$ cat src/rtl/mem_load_unit.sv
// mem_load_unit: issues word reads to data memory, extracts/extends byte/half/word, pulses the data register load
module mem_load_unit #(
  parameter int TIMEOUT = 64,
  parameter int CNT_W = 7
) (
  input  logic        clk,
  input  logic        rst,
  input  logic        ld_req_i,
  input  logic [31:0] ld_addr_i,
  input  logic [1:0]  ld_size_i,
  input  logic        ld_signed_i,
  output logic        mem_rd_o,
  output logic [31:0] mem_addr_o,
  input  logic        mem_ack_i,
  input  logic [31:0] mem_rdata_i,
  output logic [31:0] mdr_data_o,
  output logic        mdr_ena_o,
  output logic        busy_o,
  output logic        ld_done_o,
  output logic        ld_err_o
);
  typedef enum logic [2:0] {S_IDLE, S_REQ, S_WAIT, S_WRITE, S_ERR} state_t;
  state_t state_q;
  logic [1:0] lo_q, size_q;
  logic sgn_q, mem_rd_q, mdr_ena_q, busy_q, ld_done_q, ld_err_q;
  logic [31:0] mem_addr_q, mdr_data_q;
  logic [CNT_W-1:0] cnt_q;
  logic [7:0] byte_d;
  logic [15:0] half_d;
  logic [31:0] ext_d;
  logic bad_d;
  // lane selection and extension of the latched request against the incoming word; alignment check of a new request
  always_comb begin
    byte_d = lo_q[1] ? (lo_q[0] ? mem_rdata_i[31:24] : mem_rdata_i[23:16]) : (lo_q[0] ? mem_rdata_i[15:8] : mem_rdata_i[7:0]);
    half_d = lo_q[1] ? mem_rdata_i[31:16] : mem_rdata_i[15:0];
    ext_d = size_q == 2'b10 ? mem_rdata_i : size_q == 2'b01 ? {{16{sgn_q & half_d[15]}}, half_d} : {{24{sgn_q & byte_d[7]}}, byte_d};
    bad_d = ld_size_i == 2'b11 || (ld_size_i == 2'b01 && ld_addr_i[0]) || (ld_size_i == 2'b10 && ld_addr_i[1:0] != 2'b00);
  end
  // load sequencer; every output is a register updated alongside the state
  always_ff @(posedge clk or posedge rst) begin
    if (rst) begin
      state_q <= S_IDLE;
      lo_q <= '0;
      size_q <= '0;
      sgn_q <= 1'b0;
      mem_rd_q <= 1'b0;
      mem_addr_q <= '0;
      mdr_data_q <= '0;
      mdr_ena_q <= 1'b0;
      busy_q <= 1'b0;
      ld_done_q <= 1'b0;
      ld_err_q <= 1'b0;
      cnt_q <= '0;
    end else begin
      case (state_q)
        S_IDLE: if (ld_req_i) begin
          lo_q <= ld_addr_i[1:0];
          size_q <= ld_size_i;
          sgn_q <= ld_signed_i;
          mem_addr_q <= {ld_addr_i[31:2], 2'b00};
          busy_q <= 1'b1;
          state_q <= bad_d ? S_ERR : S_REQ;
          ld_err_q <= bad_d;
          mem_rd_q <= !bad_d;
        end
        S_REQ: begin
          state_q <= S_WAIT;
          cnt_q <= '0;
        end
        S_WAIT: if (mem_ack_i) begin
          state_q <= S_WRITE;
          mdr_data_q <= ext_d;
          mem_rd_q <= 1'b0;
          mdr_ena_q <= 1'b1;
          ld_done_q <= 1'b1;
        end else if (cnt_q == CNT_W'(TIMEOUT - 1)) begin
          state_q <= S_ERR;
          mem_rd_q <= 1'b0;
          ld_err_q <= 1'b1;
        end else begin
          cnt_q <= cnt_q + 1'b1;
        end
        default: begin
          state_q <= S_IDLE;
          mdr_ena_q <= 1'b0;
          ld_done_q <= 1'b0;
          ld_err_q <= 1'b0;
          busy_q <= 1'b0;
        end
      endcase
    end
  end
  assign mem_rd_o = mem_rd_q;
  assign mem_addr_o = mem_addr_q;
  assign mdr_data_o = mdr_data_q;
  assign mdr_ena_o = mdr_ena_q;
  assign busy_o = busy_q;
  assign ld_done_o = ld_done_q;
  assign ld_err_o = ld_err_q;
endmodule

$ cat config.mk
export PLATFORM = sky130hd
export DESIGN_NAME = mem_load_unit
export DESIGN_NICKNAME = d
export VERILOG_FILES = /design/src/rtl/mem_load_unit.sv
export SDC_FILE = /design/constraint.sdc
export NUM_CORES = 1
export LEC_CHECK = 0
export CORE_MARGIN = 3
export CORE_UTILIZATION = 45
export DETAILED_ROUTE_END_ITERATION = 8
export PLACE_DENSITY = 0.81
export SYNTH_ARGS = -nofsm -noshare
export SYNTH_HDL_FRONTEND = slang
export SYNTH_SLANG_ARGS = --single-unit
$ cat constraint.sdc
create_clock -name clk -period 3.13 [get_ports clk]
set_input_delay 0.313 -clock clk [delete_from_list [all_inputs] [get_ports clk]]
set_output_delay 0.313 -clock clk [all_outputs]
set_load 0.03 [all_outputs]
; ---- After elaboration in Yosys (flattened, before gate mapping)
; Cells that the tools add are included.
[word_totals]
ff_bits = 81
input_bits = 71
out_inout_bits = 69
wordCells = 76
[classes]
addsub = 1
n_eq_ne = 14
n_mux = 26
bitwise_logic = 5
n_reduce_logical = 19
[op_table]
columns = op, count
row1 = $mux W32, 2
row2 = $mux W8, 3
row3 = $mux W16, 1
row4 = $mux W7, 2
row5 = $pmux W7 S2, 1
row6 = $mux W3, 4
row7 = $ne A2 B2 Y1 const B, 5
row8 = $reduce_and A2 Y1, 5
row9 = $pmux W3 S3, 1
row10 = $mux W1, 8
row11 = $add A7 B1 Y7 const B, 1
row12 = $eq A7 B6 Y1 const B, 1
row13 = $eq A2 B2 Y1 const B, 3
row14 = $pmux W1 S2, 3
row15 = $reduce_and A3 Y1, 2
row16 = $reduce_bool A2 Y1, 3
row17 = $eq A2 B1 Y1 const B, 2
row18 = $reduce_and A4 Y1, 1
row19 = $reduce_or A2 Y1, 2
row20 = $eq A3 B1 Y1 const B, 1
row21 = $eq A3 B2 Y1 const B, 1
row22 = $logic_not A3 Y1, 1
row23 = $ne A3 B3 Y1 const B, 1
row24 = $not A1 Y1, 3
row25 = 5 further kinds, 8

; ---- Longest topological paths before layout
[logic_depth]
ltp_word = 7
depth_mapped = 7
ltp_nobuf = 5

; ---- Worst setup path after synthesis
; Ideal clock, no wire load.
[synth_timing]
path_kind = reg-to-reg
start = register state_q[0]
end = register mem_addr_q[10] (netlist: mem_addr_o[10])
setup_ns = 0.125
arrival_time_ns = 1.506
t_required_ns = 3.005
slack_ns = 1.499
stages_incl_launch_ff = 7
path_buffers = 3
period_less_slack_ns = 1.631
path_cell_list = dfrtp_1 buf_2 nor2_1 and2_1 buf_2 buf_4 mux2_2
[synth_between]
elab_chain_cells = 2
[synth_rtl]
columns = element, line
row1 = from (decl), 23  ; state_t state_q;
row2 = from (signal assigned), 62  ; state_q <= bad_d ? S_ERR : S_REQ;
row3 = $logic_not A3 Y1, 55  ; case (state_q)
row4 = $reduce_and A2 Y1 (no line), --
row5 = to (signal assigned), 60  ; mem_addr_q <= {ld_addr_i[31:2], 2'b00};
row6 = to (decl), 26  ; logic [31:0] mem_addr_q, mdr_data_q;
; Every way passes these cells.
; A chain may end at the register's enable or synchronous reset.

; ---- Final worst setup path
[layout_timing]
start = register size_q[1]
end = register mdr_data_q[29] (netlist: mdr_data_o[29])
[layout_between]
elab_chain_cells = 3
elab_cells_between_ends = 4
classes_between = 2 x eq/ne / 2 x mux
[layout_rtl]
columns = element, line
row1 = from (decl), 24  ; logic [1:0] lo_q, size_q;
row2 = from (signal assigned), 58  ; size_q <= ld_size_i;
row3 = $eq A2 B1 Y1, 36  ; ext_d = size_q == 2'b10 ? mem_rdata_i : size_q == 2'b01 ? {{16{sgn_q & half_d[15]}}, half_d} : {{24{sgn_q & by ...
row4 = $mux W32, 36
row5 = $mux W32 (*), 36
row6 = to (signal assigned), 72  ; mdr_data_q <= ext_d;
row7 = to (decl), 26
; Every way passes the cells marked *; elsewhere a longest branch is shown, timed or not.

==> impl_metrics.py <==
metrics = {
    "routing": {
        "route.detailed.drc": 0,
        "wl_per_cell_um": 16.6,
        "drtPass1Iterations": 5,
        "drt_wl_total_um": 9950,
        "drt-initial-drc-count": 189,
        "ant_nets": 0,
        "num_vias": 3361,
        "via_per_inst": 5.61,
    },
    "die": {
        "core-area_mm2": 0.00830,
        "die_area_mm2": 0.00974,
        "die_h_um": 98.7,
        "num_rows": 33,
        "fp.dieW_um": 98.7,
        "io-pin-count": 140,
        "initial_core_util": 0.466,
    },
    "flow_run": {
        "maxCapViolCount": 0,
    },
    "place": {
        "numPortBuffers": 137,
        "post-dp-hpwl_um": 7360,
        "gp_congestion": 0.875,
        "preCtsSetupSlack_ps": 785,
    },
    "clock_tree": {
        "root_buffer": "clkbuf_8",
        "htree_levels": 3,
        "cts_hold_buf": 0,
        "insertion_delay_ps": 340,
        "cts_sinks": 81,
        "post-cts-setup-buffer-count": 0,
        "clk_path_buf_depth": 2,
        "cts_tree": "yes",
        "cts_resized": 0,
        "clk_pin_slew_ps": 90,
        "cts_buffers": 9,
    },
    "timing": {
        "rsz0062_at_grt": "no",
        "tightest_slew_ps": 793,
        "period_share": 0.698,
        "clock_skew_ps": 8.28,
        "tns_ps": 0,
        "setup_slack_ps": 946,
        "finalMaxSlewViolations": 0,
        "max_slew_margin": 0.471,
        "fin_crit_ps": 2180,
        "hold_viol": 0,
        "fmax_ghz": 0.458,
        "finalSetupViolations": 0,
    },
    "layout": {
        "fill_cells": 674,
        "post-route-util": 0.660,
        "n_antenna_cell": 0,
        "drive_gt1_frac": 0.130,
        "syn_to_final_growth_pct": 41.6,
        "mostFrequentLayoutCells": "clkdlybuf4s50_1 (137), dfrtp_1 (81), nand3_1 (44)",
        "fin_nets": 561,
        "final_common_cell": "clkdlybuf4s50_1",
    },
    "synthesis": {
        "synth-edff-count": 0,
        "synth_top_area_frac": 0.524,
        "ys.flop_type": "dfrtp_1",
        "synth_cell_types": 49,
        "synth-seq-cells": 81,
        "synthCells": 363,
        "syn_area_mm2": 0.00387,
        "async_flop_share": 1.00,
        "yosysTopAreaCell": "dfrtp_1",
        "yosysWarnings": 0,
        "syn_avg_cell_area_um2": 10.7,
        "yosysSeqAreaShare": 0.524,
        "synth_area_leaders": "dfrtp_1 (52%), mux2_2 (8.7%), nand3_1 (5.7%)",
    },
    "global_route": {
        "grt_usage": 0.207,
        "grt-ovfl-total": 0,
        "grt_pass1_wl_um": 16300,
        "grt_pass1_vias": 3299,
        "antenna_found_initial": 0,
        "grt_max_degree": 44,
    },
    "status": {
        "outcome": "completed",
    },
    "worst_setup_path": {
        "slowest_stage": "nand2b_1",
        "worstPathArrival_ps": 2370,
        "start_kind": "flop",
        "crit_required_ps": 3310,
        "worst-setup-path-type": "flop to flop",
        "crit_path_end_kind": "flop",
        "path_cells": "nand2b_1 > a21oi_1 > o2111ai_2 > nand3_1",
        "cp_slowest_stage_delay_ps": 640,
        "crit_family": "simple AND/OR/NAND/NOR gates",
        "crit_fanout": 24,
        "worst-path-buf-inv": 0,
    },
    "worst_hold_path": {
        "worst_hold_path_type": "input pin to async pin",
    },
    "power_and_ir_drop": {
        "peakVddDrop_mv": 0.506,
        "p_per_area_mw_per_mm2": 1080,
        "p_leak_nw": 2.23,
    },
}
synth_stat cells, drive strengths merged (3+ instances only):
master and count:
dfrtp 81, o21ai 18, inv 6, buf 21, mux2i 4, a21o 3, a31oi 8, a21oi 16
nor2 8, mux2 33, o21a 3, nor3 5, nand3 44, nand2 32, nand2b 4, a221o 6
clkbuf 9, o211ai 7, nor2b 10, o22a 7, nand4 7
final timing paths:
path | start | endpoint | slack (ps) | cells after the start
worst max-delay path | size_q[1] | mdr_data_o[29] | 950 | 4
worst min-delay path | rst | ld_err_o | 400 | 2
worst max register to register | size_q[1] | mdr_data_o[29] | 950 | 4
worst min register to register | mdr_data_o[22] | mdr_data_o[22] | 510 | 2
max in group asynchronous | rst | mdr_data_o[4] | 2100 | 3
min in group clk | mdr_data_o[22] | mdr_data_o[22] | 510 | 2
metrics by stage:
stage / instance area, um2 / instances / power [mW] / hold WS, ps
6_report: 5480 / 599 / 5.93 / 402
5_1_grt: 5480 / 599 / 6.30 / 452
4_1_cts: 5480 / 599 / 5.98 / 418
3_5_place_dp: 5300 / 583 / 5.26 / 484
3_3_place_gp: 5300 / 583 / 5.17 / 467
2_1_floorplan: 3870 / 364 / 3.99 / 430
logic make-up (layout without fill, tap and decap cells):
kind of cell               Yosys count  after routing  synth area share
xor gates and xnor gates             1              1           0.00227
adders and majority gates            1              1           0.00323
and+or+nand+nor                    121            121             0.159
buffers and inverters               36            166            0.0443
other                                1              2          0.000970
AOI/OAI and AO/OA                   85             85             0.158
muxes                               37             37             0.107
DFF                                 81             81             0.524
final cells by class:
class | instances | area (um2) | area share
clock buffer | 12 | 155 | 0.0283
tap | 105 | 131 | 0.0240
inverter | 6 | 23.8 | 0.00434
clock inverter | 4 | 27.5 | 0.00503
sequential | 81 | 2030 | 0.370
timing repair buffer | 144 | 1440 | 0.262
multi-input combinational | 247 | 1680 | 0.306
power breakdown:
group | internal [mW] | total (mW) | switching [mW]
Sequential | 1.55 | 1.93 | 0.381
Combinational | 1.46 | 3.30 | 1.84
Clock | 0.331 | 0.705 | 0.374
Total | 3.34 | 5.93 | 2.59
metal layers:
metal | global-route usage | up-vias | share of wire
li1 | - | 1583 | -
met1 | 0.280 | 1614 | 0.43
met2 | 0.324 | 154 | 0.47
met3 | 0.0609 | 10 | 0.092
met4 | 0.0641 | 0 | 0.010
met5 | 0 | - | 0
sequential cells by signal (all words and copies together) (netlist names):
signal / flops
lo_q: 2
sgn_q: 1
ld_done_o: 1
mem_addr_o: 30
size_q: 2
ld_err_o: 1
mem_rd_o: 1
cnt_q: 7
mdr_data_o: 32
busy_o: 1
state_q: 3
(Power assumes the default switching activity.)
